`src/rtl/quadra_eval_if.sv`:
```
`default_nettype none
// ============================================================================
// Module      : quadra_eval_if
// Description : Bundles the signals between quadra_eval and its neighbours:
//               the argument handshake, the combinational coefficient LUT
//               lookup and the result handshake.
//               slave  modport : seen by quadra_eval
//               master modport : seen by the surrounding logic (source, LUT,
//                                sink)
//   in_valid/in_ready/in_x          argument handshake
//   lut_x1 -> lut_a/lut_b/lut_c     LUT index out, coefficients back
//   out_valid/out_ready/out_y/out_sat  result handshake
//   busy                            evaluator not idle
// Revision    : 1.0  initial release
// ============================================================================
interface quadra_eval_if #(
    parameter int X1_W   = 7,
    parameter int X2_W   = 17,
    parameter int COEF_W = 32,
    parameter int Y_W    = 32
);
    logic                     in_valid;
    logic                     in_ready;
    logic [X1_W+X2_W-1:0]     in_x;
    logic [X1_W-1:0]          lut_x1;
    logic signed [COEF_W-1:0] lut_a;
    logic signed [COEF_W-1:0] lut_b;
    logic signed [COEF_W-1:0] lut_c;
    logic                     out_valid;
    logic                     out_ready;
    logic signed [Y_W-1:0]    out_y;
    logic                     out_sat;
    logic                     busy;

    modport slave (
        input  in_valid, in_x, lut_a, lut_b, lut_c, out_ready,
        output in_ready, lut_x1, out_valid, out_y, out_sat, busy
    );

    modport master (
        output in_valid, in_x, lut_a, lut_b, lut_c, out_ready,
        input  in_ready, lut_x1, out_valid, out_y, out_sat, busy
    );
endinterface
`default_nettype wire

```
`src/rtl/quadra_eval.sv`:
```
`default_nettype none
// ============================================================================
// Module      : quadra_eval
// Description : Evaluates y = (a*x2 + b)*x2 + c by Horner's method with one
//               shared multiplier. x = {x1, x2}; x1 indexes the coefficient
//               LUT (combinational), x2 is an unsigned Q0.X2_W fraction.
//               The result is saturated to Y_W bits.
// Ports       : clk, rst (async, active high)
//               bus (quadra_eval_if.slave): argument handshake, LUT lookup,
//               result handshake, busy flag
// Revision    : 1.0  initial release
// ============================================================================
module quadra_eval #(
    parameter int X1_W   = 7,
    parameter int X2_W   = 17,
    parameter int COEF_W = 32,
    parameter int Y_W    = 32
) (
    input  logic         clk,
    input  logic         rst,
    quadra_eval_if.slave bus
);
    // Operand/intermediate widths: t1 needs one guard bit, s needs two.
    localparam int T_W  = COEF_W + 1;
    localparam int S_W  = COEF_W + 2;
    localparam int OP_W = X2_W + 1;
    localparam int P_W  = T_W + OP_W;

    typedef enum logic [1:0] {
        IDLE = 2'd0,
        MUL1 = 2'd1,
        MUL2 = 2'd2,
        OUT  = 2'd3
    } state_t;

    state_t                   r_state;
    state_t                   w_state_nxt;
    logic [X2_W-1:0]          r_x2;
    logic signed [COEF_W-1:0] r_a;
    logic signed [COEF_W-1:0] r_b;
    logic signed [COEF_W-1:0] r_c;
    logic signed [T_W-1:0]    r_t1;
    logic signed [Y_W-1:0]    r_y;
    logic                     r_sat;

    logic                     w_in_ready;
    logic                     w_accept;
    logic signed [T_W-1:0]    w_mul_op;
    logic signed [OP_W-1:0]   w_x2_ext;
    logic signed [P_W-1:0]    w_prod;
    logic signed [S_W-1:0]    w_prod_sh;
    logic signed [T_W-1:0]    w_t1;
    logic signed [S_W-1:0]    w_s;
    logic signed [Y_W-1:0]    w_y_sat;
    logic                     w_sat;

    // LUT index is a pure slice of the incoming argument, no register.
    assign bus.lut_x1 = bus.in_x[X1_W+X2_W-1:X2_W];
    assign bus.out_y  = r_y;
    assign bus.out_sat = r_sat;
    assign bus.in_ready = w_in_ready;

    assign w_accept = bus.in_valid && w_in_ready;

    // Shared multiplier: a in MUL1, t1 in MUL2; x2 zero-extended.
    assign w_x2_ext  = $signed({1'b0, r_x2});
    assign w_mul_op  = (r_state == MUL2) ? r_t1 : {r_a[COEF_W-1], r_a};
    assign w_prod    = P_W'(w_mul_op) * P_W'(w_x2_ext);
    // Arithmetic shift floors toward -inf; the product magnitude after the
    // shift never exceeds the operand magnitude, so S_W bits hold it.
    assign w_prod_sh = S_W'(w_prod >>> X2_W);

    assign w_t1 = w_prod_sh[T_W-1:0] + {r_b[COEF_W-1], r_b};
    assign w_s  = w_prod_sh + {{2{r_c[COEF_W-1]}}, r_c};

    // Saturate: overflow when the bits above the Y_W sign bit disagree.
    always_comb begin
        w_sat   = 1'b0;
        w_y_sat = w_s[Y_W-1:0];
        if (w_s[S_W-1:Y_W-1] != {(S_W-Y_W+1){w_s[S_W-1]}}) begin
            w_sat   = 1'b1;
            w_y_sat = w_s[S_W-1] ? {1'b1, {(Y_W-1){1'b0}}}
                                 : {1'b0, {(Y_W-1){1'b1}}};
        end
    end

    // Next state and handshake outputs.
    always_comb begin
        w_state_nxt   = r_state;
        w_in_ready    = 1'b0;
        bus.out_valid = 1'b0;
        bus.busy      = (r_state != IDLE);
        case (r_state)
            IDLE: begin
                w_in_ready = 1'b1;
                if (bus.in_valid) w_state_nxt = MUL1;
            end
            MUL1: w_state_nxt = MUL2;
            MUL2: w_state_nxt = OUT;
            OUT: begin
                bus.out_valid = 1'b1;
                w_in_ready    = bus.out_ready;
                if (bus.out_ready) begin
                    // Back-to-back: a new argument taken in the same cycle.
                    w_state_nxt = bus.in_valid ? MUL1 : IDLE;
                end
            end
            default: w_state_nxt = IDLE;
        endcase
    end

    always_ff @(posedge clk or posedge rst) begin
        if (rst) begin
            r_state <= IDLE;
            r_x2    <= '0;
            r_a     <= '0;
            r_b     <= '0;
            r_c     <= '0;
            r_t1    <= '0;
            r_y     <= '0;
            r_sat   <= 1'b0;
        end else begin
            r_state <= w_state_nxt;
            if (w_accept) begin
                r_x2 <= bus.in_x[X2_W-1:0];
                r_a  <= bus.lut_a;
                r_b  <= bus.lut_b;
                r_c  <= bus.lut_c;
            end
            if (r_state == MUL1) begin
                r_t1 <= w_t1;
            end
            if (r_state == MUL2) begin
                r_y   <= w_y_sat;
                r_sat <= w_sat;
            end
        end
    end
endmodule
`default_nettype wire

```
`src/flat_wrapper.sv`:
```
// flat-port wrapper written by rule: the top's interface ports become plain ports
module quadra_eval_flat 
#(
    parameter int X1_W   = 7,
    parameter int X2_W   = 17,
    parameter int COEF_W = 32,
    parameter int Y_W    = 32
)
  (clk, rst, bus_in_valid, bus_in_x, bus_lut_a, bus_lut_b, bus_lut_c, bus_out_ready, bus_in_ready, bus_lut_x1, bus_out_valid, bus_out_y, bus_out_sat, bus_busy);
  quadra_eval_if #(.X1_W(X1_W), .X2_W(X2_W), .COEF_W(COEF_W), .Y_W(Y_W)) bus_i ();
  input  logic clk;
  input  logic rst;
  input wire logic [$bits(bus_i.in_valid)-1:0] bus_in_valid;
  input wire logic [$bits(bus_i.in_x)-1:0] bus_in_x;
  input wire logic [$bits(bus_i.lut_a)-1:0] bus_lut_a;
  input wire logic [$bits(bus_i.lut_b)-1:0] bus_lut_b;
  input wire logic [$bits(bus_i.lut_c)-1:0] bus_lut_c;
  input wire logic [$bits(bus_i.out_ready)-1:0] bus_out_ready;
  output wire logic [$bits(bus_i.in_ready)-1:0] bus_in_ready;
  output wire logic [$bits(bus_i.lut_x1)-1:0] bus_lut_x1;
  output wire logic [$bits(bus_i.out_valid)-1:0] bus_out_valid;
  output wire logic [$bits(bus_i.out_y)-1:0] bus_out_y;
  output wire logic [$bits(bus_i.out_sat)-1:0] bus_out_sat;
  output wire logic [$bits(bus_i.busy)-1:0] bus_busy;
  assign bus_i.in_valid = bus_in_valid;
  assign bus_i.in_x = bus_in_x;
  assign bus_i.lut_a = bus_lut_a;
  assign bus_i.lut_b = bus_lut_b;
  assign bus_i.lut_c = bus_lut_c;
  assign bus_i.out_ready = bus_out_ready;
  assign bus_in_ready = bus_i.in_ready;
  assign bus_lut_x1 = bus_i.lut_x1;
  assign bus_out_valid = bus_i.out_valid;
  assign bus_out_y = bus_i.out_y;
  assign bus_out_sat = bus_i.out_sat;
  assign bus_busy = bus_i.busy;
  quadra_eval #(.X1_W(X1_W), .X2_W(X2_W), .COEF_W(COEF_W), .Y_W(Y_W)) u_core (.clk(clk), .rst(rst), .bus(bus_i));
endmodule
```
`config.mk`:
```
export PLATFORM = sky130hd
export DESIGN_NAME = quadra_eval_flat
export DESIGN_NICKNAME = d
export VERILOG_FILES = /design/src/rtl/quadra_eval_if.sv /design/src/rtl/quadra_eval.sv /design/src/flat_wrapper.sv
export SDC_FILE = /design/constraint.sdc
export NUM_CORES = 2
export LEC_CHECK = 0
export ABC_AREA = 1
export CORE_ASPECT_RATIO = 0.75
export CORE_MARGIN = 3
export CORE_UTILIZATION = 40
export CTS_BUF_LIST = sky130_fd_sc_hd__clkbuf_4
export DETAILED_ROUTE_END_ITERATION = 8
export DONT_BUFFER_PORTS = 1
export PLACE_DENSITY = 0.65
export SKIP_LAST_GASP = 1
export SLEW_MARGIN = 30
export SYNTH_ARGS = -nofsm -noshare
export SYNTH_HDL_FRONTEND = slang
export SYNTH_SLANG_ARGS = --single-unit
export TNS_END_PERCENT = 1
```
`constraint.sdc`:
```
create_clock -name clk -period 11 [get_ports clk]
set_clock_uncertainty 0.1 [all_clocks]
set_input_delay 3.3 -clock clk [delete_from_list [all_inputs] [get_ports clk]]
set_output_delay 3.3 -clock clk [all_outputs]
set_load 0.05 [all_outputs]
```
# == Yosys cells after proc, flatten, opt, wreduce, memory -nomap -nowiden ==
# Cells that the tools add are included.
# word_totals
regBits,181
inputBits,124
output_inout_bits,43
word_cells,31
# classes
add_sub_neg,2
multipliers,1
n_eq_ne,6
mux,10
reduce_logical,4
# op_table
operator,n
32-bit two-way mux,2
33-bit by 18-bit multiplier with 51-bit output,1
34-bit adder,1
33-bit adder,1
33-bit two-way mux,1
2-bit case mux with 4 select lines,1
2-bit equality test (second input constant),2
2-bit two-way mux,2
2-bit != test (second input constant),2
1-bit two-way mux,3
2-bit by 1-bit equality test with 1-bit output (second input constant),1
2-bit zero test,1
2-bit != test,1
1-bit case mux with 2 select lines,1
2-bit AND reduction,1
2-bit nonzero test,1
1-bit logical AND,1

# == Depth between registers and ports, before layout ==
# depth
word_depth,6
depth_mapped,49
depth_no_buf,47

# == Worst setup path after synthesis ==
# No wires, ideal clock.
# synth_timing
path_type,reg2reg
start,register u_core.r_state[0]
end,"register u_core.r_y[11], in the netlist u_core.bus.out_y[11]"
setup_ns,0.122
arrival_time_ns,8.023
required_ns,10.778
path_slack_ns,2.756
stages_incl_launch_ff,43
n_path_buf,3
period_less_slack_ns,8.244
path_cell_list,dfrtp_1 > inv_1 > ha_1 > inv_1 > clkbuf_1 > o21ai_1 > clkbuf_1 > nor2_1 > fa_1 > inv_1 > fa_1 > inv_1 > fa_1 > inv_1 > fa_1 > inv_1 > fa_1 > inv_1 > (+7 left out) > nand2_1 > o211ai_1 > xnor2_1 > inv_1 > ha_1 > a21oi_1 > o21ai_0 > nand2_1 > nand2_1 > a21oi_1 > nand3_1 > nand2_1 > nand3_1 > nand3_2 > nand2_2 > inv_2 > buf_6 > a21oi_2
# synth_between
elab_chain_cells,6
elab_cells_between_ends,7
cone_classes,add/sub: 1; mul: 1; eq/ne: 2; mux: 3
# synth_lines
item,line,rtl
from (decl),quadra_eval.sv:36,state_t r_state;
from (signal assigned),quadra_eval.sv:123,r_state <= w_state_nxt;
2-bit equality test (*),"quadra_eval.sv:67, quadra_eval.sv:133",
33-bit two-way mux,quadra_eval.sv:67,"assign w_mul_op = (r_state == MUL2) ? r_t1 : {r_a[COEF_W-1], r_a};"
33-bit by 18-bit multiplier with 51-bit output,quadra_eval.sv:68,assign w_prod = P_W'(w_mul_op) * P_W'(w_x2_ext);
34-bit adder,quadra_eval.sv:74,"assign w_s = w_prod_sh + {{2{r_c[COEF_W-1]}}, r_c};"
2-bit != test or 32-bit two-way mux (tied branches),"quadra_eval.sv:80, quadra_eval.sv:82",
32-bit two-way mux,quadra_eval.sv:80,if (w_s[S_W-1:Y_W-1] != {(S_W-Y_W+1){w_s[S_W-1]}}) begin
to (signal assigned),quadra_eval.sv:134,r_y <= w_y_sat;
to (decl),quadra_eval.sv:43,logic signed [Y_W-1:0] r_y;
# Mark *: on every way between the ends. The rest lies on a longest branch, timed or not.
# A chain may end at the register's enable or synchronous reset.

# == Worst setup path in the final report ==
# layout_timing
start,register u_core.r_state[0]
end,"register u_core.r_y[21], in the netlist u_core.bus.out_y[21]"
# The elaborated chain is that of the path after synthesis.

==> qor.yml <==
register_area_um2: 4530
drc: 0
synth_top_family_by_area: "adder cells"
critPathRequiredTime_ns: 11.46
path_max_fanout: 20
synth_edf_count: 0
grt_max_degree: 133
ys_ff_latch: 181
synthAdderAreaFrac: 0.427
place_inst: 4774
vias_per_cell: 5.15
multi_input_area_um2: 22400
syn_nets: 4606
die_y_um: 246
timing.final.max_slew_violations: 0
overflow: 0
hold_buffers: 0
tightestPinTransition_ns: 0.977
grt_use_total: 0.254
hpwlAfterDp_um: 85100
max_freq_mhz: 95.3
cts_root_buf: "clkbuf_4"
fin_crit_sh: 0.954
finalHoldViolCount: 0
yosysUniqueCellTypes: 52
min_period_ns: 10.50
cp-end-kind: "register"
grt_pass1_vias: 25000
drtPass1Iterations: 5
cp.arrival_ns: 10.96
synthCells: 3758
hold_end: "u_core.r_t1[0]"
maxCapViolations: 0
final_cell_mix: "inv_1, nand2_1, fa_1"
synth_seq_area_share: 0.148
route.detailed.wl_per_inst_um: 20.7
status: "finished, final reports clean"
vias: 24800
ff2ff_setup_slack_ns: 0.50
coreArea_um2: 75500
die-area_um2: 80000
port_buffers: 0
rr_startpoint: "u_core.r_state[0]"
worstHoldPathCells: 2
min_from: "u_core.r_t1[0]"
antenna_found_initial: 7
syn_to_final_growth_pct: 6.39
async_flop_share: 1.00
grt_pass1_wl_um: 154000
utilization: 0.432
setup_viol: 0
cts_num_sinks: 181
clockBufferDepth: 2
layout-drive-gt1-share: 0.0872
synthSimpleGateAreaFrac: 0.176
crit_path_frequent_cell: "fa_1"
drt-total-wl_um: 99500
synth_compound_area_frac: 0.0728
final_common_cell: "inv_1"
path_class: "register to register"
gp_congestion: 1.00
ys_warn_count: 0
initial_utilization: 0.406
hp-class: "register to register"
dr.first_iter.drc_count: 2214
clk_pin_slew_ns: 0.18
synthFlopType: "dfrtp_1"
insertion_delay_ns: 0.69
synth.area.mux_share: 0.0345
die_x_um: 326
r2r_cells: 43
stdcell_count: 4810
numCtsBuffers: 17
rsz0062_at_grt: "no"
postCtsSetupBuffers: 0
r2r_end: "u_core.bus.out_y[21]"
cts_tree: "done"
detail-route-antenna-nets: 0
fillCellCount: 7717
synth-xor-area-share: 0.0206
hold-worst-slack_ns: 0.399
netlist_area_um2: 30600
rows: 87
htree_levels: 4
final_nets: 4618
critPathSlowestCell: "fa_1"
ioPinCount: 167
start_kind: "register"
syn_avg_cell_area_um2: 8.15
timing.critical_path.slowest_cell_delay_ns: 0.61
maxSlewHeadroom: 0.348
how the worst max path moves through the flow:
stage,end,startpoint,cells past startpoint
detailed placement,u_core.bus.out_y[27],u_core.r_state[0],41
global route,u_core.bus.out_y[21],u_core.r_state[0],42
global placement,u_core.bus.out_y[29],u_core.r_state[0],41
CTS,u_core.bus.out_y[21],u_core.r_state[0],41
finish,u_core.bus.out_y[21],u_core.r_state[0],43
floorplan,u_core.bus.out_sat,rst,1
synthesized netlist by cell type, types with 2 or more instances:
cell type,instances,share of area
xor2_1,44,0.013
nand4_1,10,0.0020
buf_4,7,0.0017
mux2_2,94,0.035
nor3_1,21,0.0034
dfrtp_1,181,0.15
a21oi_2,20,0.0057
clkinv_1,18,0.0022
nor4_1,10,0.0020
o21a_1,7,0.0017
a21o_1,14,0.0034
a21boi_0,8,0.0020
o21bai_1,17,0.0042
nor2_2,5,0.0010
buf_2,6,0.00098
or2_2,33,0.0067
nand3_2,5,0.0016
a221oi_1,3,0.00086
fa_1,536,0.35
and2_1,3,0.00061
buf_6,6,0.0022
buf_1,9,0.0011
inv_1,837,0.10
o211ai_1,5,0.0012
o21ai_1,15,0.0024
a21oi_1,160,0.026
nand3_1,74,0.012
nand2_1,663,0.081
o21ai_2,10,0.0029
a31oi_1,16,0.0033
o21ai_0,102,0.017
nor3_2,2,0.00065
nand2_2,11,0.0022
o22ai_1,2,0.00041
and3_1,4,0.00082
nor2_1,486,0.060
ha_1,188,0.077
xnor2_1,28,0.0080
nand3b_1,3,0.00073
clkbuf_1,83,0.010
kinds of logic after synthesis:
logic type | Yosys count
flip-flops | 181
multiplexers | 94
AND/OR/NAND/NOR | 1333
AO/OA/AOI/OAI | 386
adder cells (fa/ha/maj) | 724
XOR/XNOR | 72
buffers and inverters | 968
layout make-up:
type                       instances  share of cell area
multi-input combinational       2609               0.688
sequential                       181               0.139
inverter                         856              0.0989
tap                             1023              0.0393
timing repair buffer             105              0.0251
clock inverter                    14             0.00507
clock buffer                      18             0.00414
antenna                            4            0.000307
sequential cells by signal, summed over array words and instances, names as in the netlist:
register and flops:
u_core.r_a 32, u_core.r_b 32, u_core.r_t1 33, u_core.bus.out_y 32, u_core.r_x2 17, u_core.r_state 2
u_core.bus.out_sat 1, u_core.r_c 32
what timing repair did:
action                                  4_1_cts  5_1_grt
resized for setup                             0        6
endpoints found under the hold margin         0        0
endpoints found under the setup margin        0       33
critical path, delay by kind of cell (launching register included):
family | cells | cell delay, ns
adders and majority gates | 9 | 3.91
and+or+nand+nor | 13 | 1.91
xor gates and xnor gates | 1 | 0.24
AOI/OAI and AO/OA | 9 | 1.99
buffers and inverters | 11 | 1.71
DFF | 1 | 0.45
layer usage:
layer	vias to the layer above	GRT usage	part of all wire
met3	93	0.0963	0.12
met1	12300	0.373	0.46
li1	11300	-	-
met2	1027	0.357	0.40
met5	-	0	0
met4	0	0.0466	0.018
metrics by stage:
step / worst slack [ns] / setup TNS [ns] / area, µm²
floorplan: 2.68 / 0 / 30600
global placement: -0.121 / -2.58 / 32300
detailed placement: 0.137 / 0 / 32300
CTS: 0.0695 / 0 / 32600
global route: 0.0390 / 0 / 32600
finish: 0.503 / 0 / 32600
Power is left out: the tool's default activity adds up to more than one toggle a clock period on the data nets, which glitch-free logic cannot reach.
